==> config.mk <==
export PLATFORM = sky130hd
export DESIGN_NAME = hazard_control
export DESIGN_NICKNAME = d
export VERILOG_FILES = /design/src/rtl/hazard_control.sv
export SDC_FILE = /design/constraint.sdc
export NUM_CORES = 1
export LEC_CHECK = 0
export BUFFER_PORTS_ARGS = -buffer_cell sky130_fd_sc_hd__buf_2
export CAP_MARGIN = 30
export CORE_UTILIZATION = 56
export DETAILED_ROUTE_END_ITERATION = 8
export GPL_ROUTABILITY_DRIVEN = 0
export MAX_ROUTING_LAYER = met4
export PLACE_DENSITY_LB_ADDON = 0.2
export RECOVER_POWER = 25
export SLEW_MARGIN = 5
export SYNTH_ARGS = -nofsm -noshare
export SYNTH_HDL_FRONTEND = slang
export SYNTH_SLANG_ARGS = --single-unit
==> constraint.sdc <==
create_clock -name Clk -period 5 [get_ports Clk]
set_clock_uncertainty 0.1 [all_clocks]
set_input_delay 0.75 -clock Clk [delete_from_list [all_inputs] [get_ports Clk]]
set_output_delay 0.75 -clock Clk [all_outputs]
set_load 0.03 [all_outputs]
==> src/rtl/hazard_control.sv <==
// hazard_control: pipeline hazard unit for the 5-stage MIPS datapath.
// Tracks destination-register state of the in-flight EX/MEM instructions and
// derives stall, flush, operand forwarding selects and saturating event counts.
module hazard_control #(
  parameter int unsigned CNT_BITS = 16
) (
  input  logic                Clk,
  input  logic                ResetN,
  input  logic [4:0]          IdRs,
  input  logic [4:0]          IdRt,
  input  logic                IdUsesRs,
  input  logic                IdUsesRt,
  input  logic [4:0]          IdDest,
  input  logic                IdRegWrite,
  input  logic                IdMemRead,
  input  logic                IdBranch,
  input  logic                BranchTaken,
  output logic                Stall,
  output logic                Flush,
  output logic [1:0]          ForwardA,
  output logic [1:0]          ForwardB,
  output logic                BrForwardA,
  output logic                BrForwardB,
  output logic [CNT_BITS-1:0] StallCount,
  output logic [CNT_BITS-1:0] FlushCount
);

  localparam logic [1:0] FWD_RF  = 2'b00;
  localparam logic [1:0] FWD_MEM = 2'b01;
  localparam logic [1:0] FWD_EX  = 2'b10;

  // The WB-stage shadow is not kept: the register file is write-first, so
  // nothing downstream ever consults it.
  logic [4:0]          ex_dest_q, ex_dest_d;
  logic                ex_regwrite_q, ex_regwrite_d;
  logic                ex_memread_q, ex_memread_d;
  logic [4:0]          mem_dest_q, mem_dest_d;
  logic                mem_regwrite_q, mem_regwrite_d;
  logic                mem_memread_q, mem_memread_d;
  logic [1:0]          fwd_a_q, fwd_a_d;
  logic [1:0]          fwd_b_q, fwd_b_d;
  logic [CNT_BITS-1:0] stall_count_q, stall_count_d;
  logic [CNT_BITS-1:0] flush_count_q, flush_count_d;

  logic ex_rs_match, ex_rt_match, mem_rs_match, mem_rt_match;

  function automatic logic src_match(input logic used, input logic [4:0] src,
                                     input logic regwrite, input logic [4:0] dest);
    return used && regwrite && (dest == src) && (src != 5'd0);
  endfunction

  // Hazard detection: stall/flush/branch forwarding settle with the ID inputs
  always_comb begin
    ex_rs_match  = src_match(IdUsesRs, IdRs, ex_regwrite_q, ex_dest_q);
    ex_rt_match  = src_match(IdUsesRt, IdRt, ex_regwrite_q, ex_dest_q);
    mem_rs_match = src_match(IdUsesRs, IdRs, mem_regwrite_q, mem_dest_q);
    mem_rt_match = src_match(IdUsesRt, IdRt, mem_regwrite_q, mem_dest_q);

    Stall = (ex_memread_q && (ex_rs_match || ex_rt_match))
         || (IdBranch && (ex_rs_match || ex_rt_match))
         || (IdBranch && mem_memread_q && (mem_rs_match || mem_rt_match));
    Flush      = IdBranch && BranchTaken && !Stall;
    BrForwardA = IdBranch && mem_rs_match && !mem_memread_q;
    BrForwardB = IdBranch && mem_rt_match && !mem_memread_q;
  end

  // Next shadow state, EX forwarding selects and saturating counters
  always_comb begin
    ex_dest_d      = IdDest;
    ex_regwrite_d  = IdRegWrite;
    ex_memread_d   = IdMemRead;
    mem_dest_d     = ex_dest_q;
    mem_regwrite_d = ex_regwrite_q;
    mem_memread_d  = ex_memread_q;
    fwd_a_d        = FWD_RF;
    fwd_b_d        = FWD_RF;
    stall_count_d  = stall_count_q;
    flush_count_d  = flush_count_q;

    if (Stall) begin
      ex_dest_d     = '0;
      ex_regwrite_d = 1'b0;
      ex_memread_d  = 1'b0;
    end else begin
      if (ex_rs_match)       fwd_a_d = FWD_EX;
      else if (mem_rs_match) fwd_a_d = FWD_MEM;
      if (ex_rt_match)       fwd_b_d = FWD_EX;
      else if (mem_rt_match) fwd_b_d = FWD_MEM;
    end

    if (Stall && (stall_count_q != '1)) stall_count_d = stall_count_q + CNT_BITS'(1);
    if (Flush && (flush_count_q != '1)) flush_count_d = flush_count_q + CNT_BITS'(1);
  end

  // State registers with asynchronous active-low reset
  always_ff @(posedge Clk or negedge ResetN) begin
    if (!ResetN) begin
      ex_dest_q      <= '0;
      ex_regwrite_q  <= 1'b0;
      ex_memread_q   <= 1'b0;
      mem_dest_q     <= '0;
      mem_regwrite_q <= 1'b0;
      mem_memread_q  <= 1'b0;
      fwd_a_q        <= FWD_RF;
      fwd_b_q        <= FWD_RF;
      stall_count_q  <= '0;
      flush_count_q  <= '0;
    end else begin
      ex_dest_q      <= ex_dest_d;
      ex_regwrite_q  <= ex_regwrite_d;
      ex_memread_q   <= ex_memread_d;
      mem_dest_q     <= mem_dest_d;
      mem_regwrite_q <= mem_regwrite_d;
      mem_memread_q  <= mem_memread_d;
      fwd_a_q        <= fwd_a_d;
      fwd_b_q        <= fwd_b_d;
      stall_count_q  <= stall_count_d;
      flush_count_q  <= flush_count_d;
    end
  end

  assign ForwardA   = fwd_a_q;
  assign ForwardB   = fwd_b_q;
  assign StallCount = stall_count_q;
  assign FlushCount = flush_count_q;

endmodule

; ---- Word level (Yosys, flattened, before mapping)
; Index checks and enable logic that the tools add are counted.
; Widths: inputs -> output; s select.
[word_totals]
regBits = 50
wordCells = 59
[classes]
addsub = 2
eq_ne = 6
mux = 9
reduce_logical = 32
[op_table]
columns = cell, n
row1 = $add 16x1->16 const B, 2
row2 = $ne 16x16->1 const B, 2
row3 = $logic_and 1x1->1, 24
row4 = $eq 5x5->1, 4
row5 = $reduce_bool 5->1, 2
row6 = $mux 2, 4
row7 = $mux 5, 1
row8 = $logic_or 1x1->1, 4
row9 = $mux 1, 4
row10 = $logic_not 1->1, 2

; ---- Depth between registers and ports, before layout
[logic_depth]
ltp_word = 10
mapped_depth = 9
ltp_nobuf = 8

; ---- Worst setup path before layout
; OpenSTA, ideal clock, no wires.
[synth_path]
path_kind = input port to output port
from = in IdRt[0]
to = out Flush
t_arrival_ps = 2268
t_required_ps = 4150
setup_slack_ps = 1882
path_stages = 6
n_path_buf = 0
path_cell_list = or4_1 -> o21ai_1 -> nand4b_2 -> a21oi_1 -> nor2_2 -> and2_1
[synth_between]
elab_chain_cells = 9
elab_cells_between_ends = 16
classes_between = eq/ne (2) / reduce/logical (14)
[synth_rtl]
columns = element, line
row1 = start: declaration, 10  ; input logic [4:0] IdRt,
row2 = $eq 5x5->1, 49  ; return used && regwrite && (dest == src) && (src != 5'd0);
row3 = $logic_and 1x1->1 (2 in a row), 49
row4 = $logic_or 1x1->1, "59, 60"
row5 = "$logic_and 1x1->1, on equally long branches", "59, 60"
row6 = $logic_or 1x1->1, 60  ; || (IdBranch && (ex_rs_match || ex_rt_match))
row7 = $logic_or 1x1->1 (*), 61  ; || (IdBranch && mem_memread_q && (mem_rs_match || mem_rt_match));
row8 = $logic_not 1->1 (*), 62  ; Flush = IdBranch && BranchTaken && !Stall;
row9 = $logic_and 1x1->1 (*), 62
row10 = end: declaration, 19  ; output logic Flush,
; Every way passes the cells marked *; elsewhere a longest branch is shown, timed or not.

; ---- Worst setup path in the final report
; Same ends and word-level chain as after synthesis.

==> results.yml <==
status:
  status: "complete, no violations"
pwr:
  ir_drop_uv: 279
  fin_total_pwr_mw: 0.973
  leakagePower_nw: 1.47
  powerDensity_nw_per_um2: 338
final_layout:
  fin_cells: 338
  nets: 313
  drive_gt1_frac: 0.267
  antenna_cells: 0
  syn2layout_area_growth_pct: 18.9
place:
  dp_cells: 331
  io_buffer_count: 62
  hpwl_microns: 3590
worst_setup_path:
  slowest_delay_ps: 600
  worstPathArrival_ps: 2900
  path_max_fanout: 19
  crit_type: "input port to output pin"
  crit_required_ps: 4150
  slowest_stage: "nor2_2"
  end_kind: "output pin"
  crit_start: "IdRt[0]"
  cp-start-kind: "input port"
  worst_path_most_repeated_cell: "buf_2"
  timing.rr.start: "StallCount[4]"
  crit_chain: "buf_2 > or4_1 > o21ai_1 > nand4b_2 > a21oi_1 > nor2_2 > and2_1 > buf_2"
cts:
  clock-sinks: 50
  cts_made_buffers: 5
  cts.path.max_buffers: 2
  htreeDepth: 2
  post_cts_resized: 0
  cts-root-buf: "clkbuf_8"
  postCtsHoldBufs: 0
  clock_latency_ps: 300
  post_cts_buffers: 0
  cts_tree: "built"
  clk_pin_slew_ps: 80
floorplanning:
  start_util: 0.593
  dieArea_sq_um: 4590
  placementRows: 23
  num_io_pins: 63
  coreArea_sq_um: 4090
  die_h_microns: 67.8
  die_w_microns: 67.8
route:
  ant_nets: 0
  routed-via-count: 1809
  wl_microns: 4750
  firstDrtPassIters: 5
  wl_per_cell_microns: 14.1
  drt_iter0_drc: 125
  drc: 0
  vias_per_cell: 5.35
yosys:
  netlist_area_sq_um: 2420
  yosysMostFrequentCell: "dfrtp_1"
  synth_flop_cell: "dfrtp_1"
  yosysWarnings: 0
  synth.avg_cell_area_sq_um: 10.9
  syn_nets: 248
  synth_seq_area_share: 0.517
  synth_area_leader_cell: "dfrtp_1"
  netlist.area_leader.share: 0.517
  synth_cell_types: 37
  synth_edf_count: 0
  synthArstFlopShare: 1.00
  synthTopCellsByArea: "dfrtp_1, xor2_1, xnor2_1"
  synthTopCellsByCount: "dfrtp_1, xor2_1, nand3_1, xnor2_1, nor2_1"
  syn_inst: 223
  ys_ff_latch: 50
sta:
  drv_slew: 0
  fin_setup_tns_ps: 0
  setup_viol_count_final: 0
  relSlewSlack: 0.0771
  hold_viol: 0
  worst_pin_slew_ps: 1380
  min_period_ps: 3750
  fmax_ghz: 0.267
  rsz0062_at_grt: "false"
  fin_crit_sh: 0.750
worst_hold_path:
  hold_class: "register to register"
  min_from: "ex_memread_q"
global_route:
  track_usage: 0.235
  first_global_vias: 1707
  grt_pass1_wl_microns: 7660
  grt_remaining_overflow: 0
  grt_max_degree: 28
  antenna_found_initial: 0
flow_run:
  cap_viol_max_count: 0
-- critical path: cells and delay by family --
family,cells,cell delay (ps)
buffers and inverters,2,320
AOI/OAI and AO/OA,2,270
and+or+nand+nor,4,1550
-- cell type report --
type	instances	area (sq um)
Inverter	8	30.0
Timing Repair Buffer	63	313
Clock inverter	1	30.0
Fill cell	318	1210
Clock buffer	6	82.6
Multi-Input combinational cell	160	1110
Sequential cell	50	1250
Tap cell	50	62.6
-- cell usage in the layout (no fill, tap or decap), types with 6 or more instances in the layout --
cell / Yosys / layout
and2_1: 10 / 10
and3_1: 7 / 7
buf_2: 1 / 61
clkbuf_8: 0 / 6
dfrtp_1: 50 / 50
inv_1: 7 / 7
nand2_1: 10 / 10
nand3_1: 18 / 18
nand4_1: 6 / 6
nor2_1: 17 / 17
nor3_1: 7 / 7
nor4_1: 7 / 7
xnor2_1: 18 / 18
xor2_1: 29 / 29
-- stage by stage --
step	cell area, sq um	worst slack [ps]	utilization	hold slack (ps)
6_report	2880	1250	0.705	279
5_1_grt	2880	1080	0.705	303
4_1_cts	2900	1220	0.711	283
3_5_place_dp	2790	1270	0.683	261
3_3_place_gp	2760	1380	0.676	272
2_1_floorplan	2420	1880	-	254
-- routing by layer --
layer | track usage | wire length, microns | vias up
met3 | 0.0608 | 240 | 4
met2 | 0.365 | 2280 | 56
met1 | 0.301 | 2200 | 859
met5 | - | 0 | -
li1 | - | - | 890
met4 | 0.0729 | 34 | 0
-- flip-flops by register name, indices dropped and copies added (netlist names) --
signal and cells:
ex_regwrite_q 1, mem_memread_q 1, mem_dest_q 5, FlushCount 16, ex_memread_q 1, ex_dest_q 5
StallCount 16, ForwardB 2, mem_regwrite_q 1, ForwardA 2
-- where the power goes --
group | internal, mW | total [mW] | leakage (nW) | switching (mW)
Clock | 0.160 | 0.283 | 0.0573 | 0.123
Combinational | 0.0693 | 0.201 | 0.776 | 0.132
Sequential | 0.443 | 0.489 | 0.635 | 0.0458
Total | 0.672 | 0.973 | 1.47 | 0.301
-- final timing paths --
| check | endpoint | slack, ps | cells past startpoint |
|---|---|---|---|
| min | mem_memread_q | 280 | 0 |
| min reg2reg | mem_memread_q | 280 | 0 |
| min in group asynchronous | ForwardA[0] | 640 | 1 |
| max | Flush | 1250 | 8 |
| max reg2reg | StallCount[1] | 2120 | 6 |
| max in group asynchronous | StallCount[2] | 2390 | 2 |
-- kinds of logic after synthesis --
| group | count (synthesis) | share of synthesized area |
|---|---|---|
| xor+xnor | 47 | 0.170 |
| buf+inv | 13 | 0.0253 |
| flops | 50 | 0.517 |
| compound gates | 9 | 0.0243 |
| simple gates | 98 | 0.236 |
| mux | 4 | 0.0181 |
| fa+ha+maj | 2 | 0.0103 |
No activity file was read; power rests on OpenSTA's default activity.
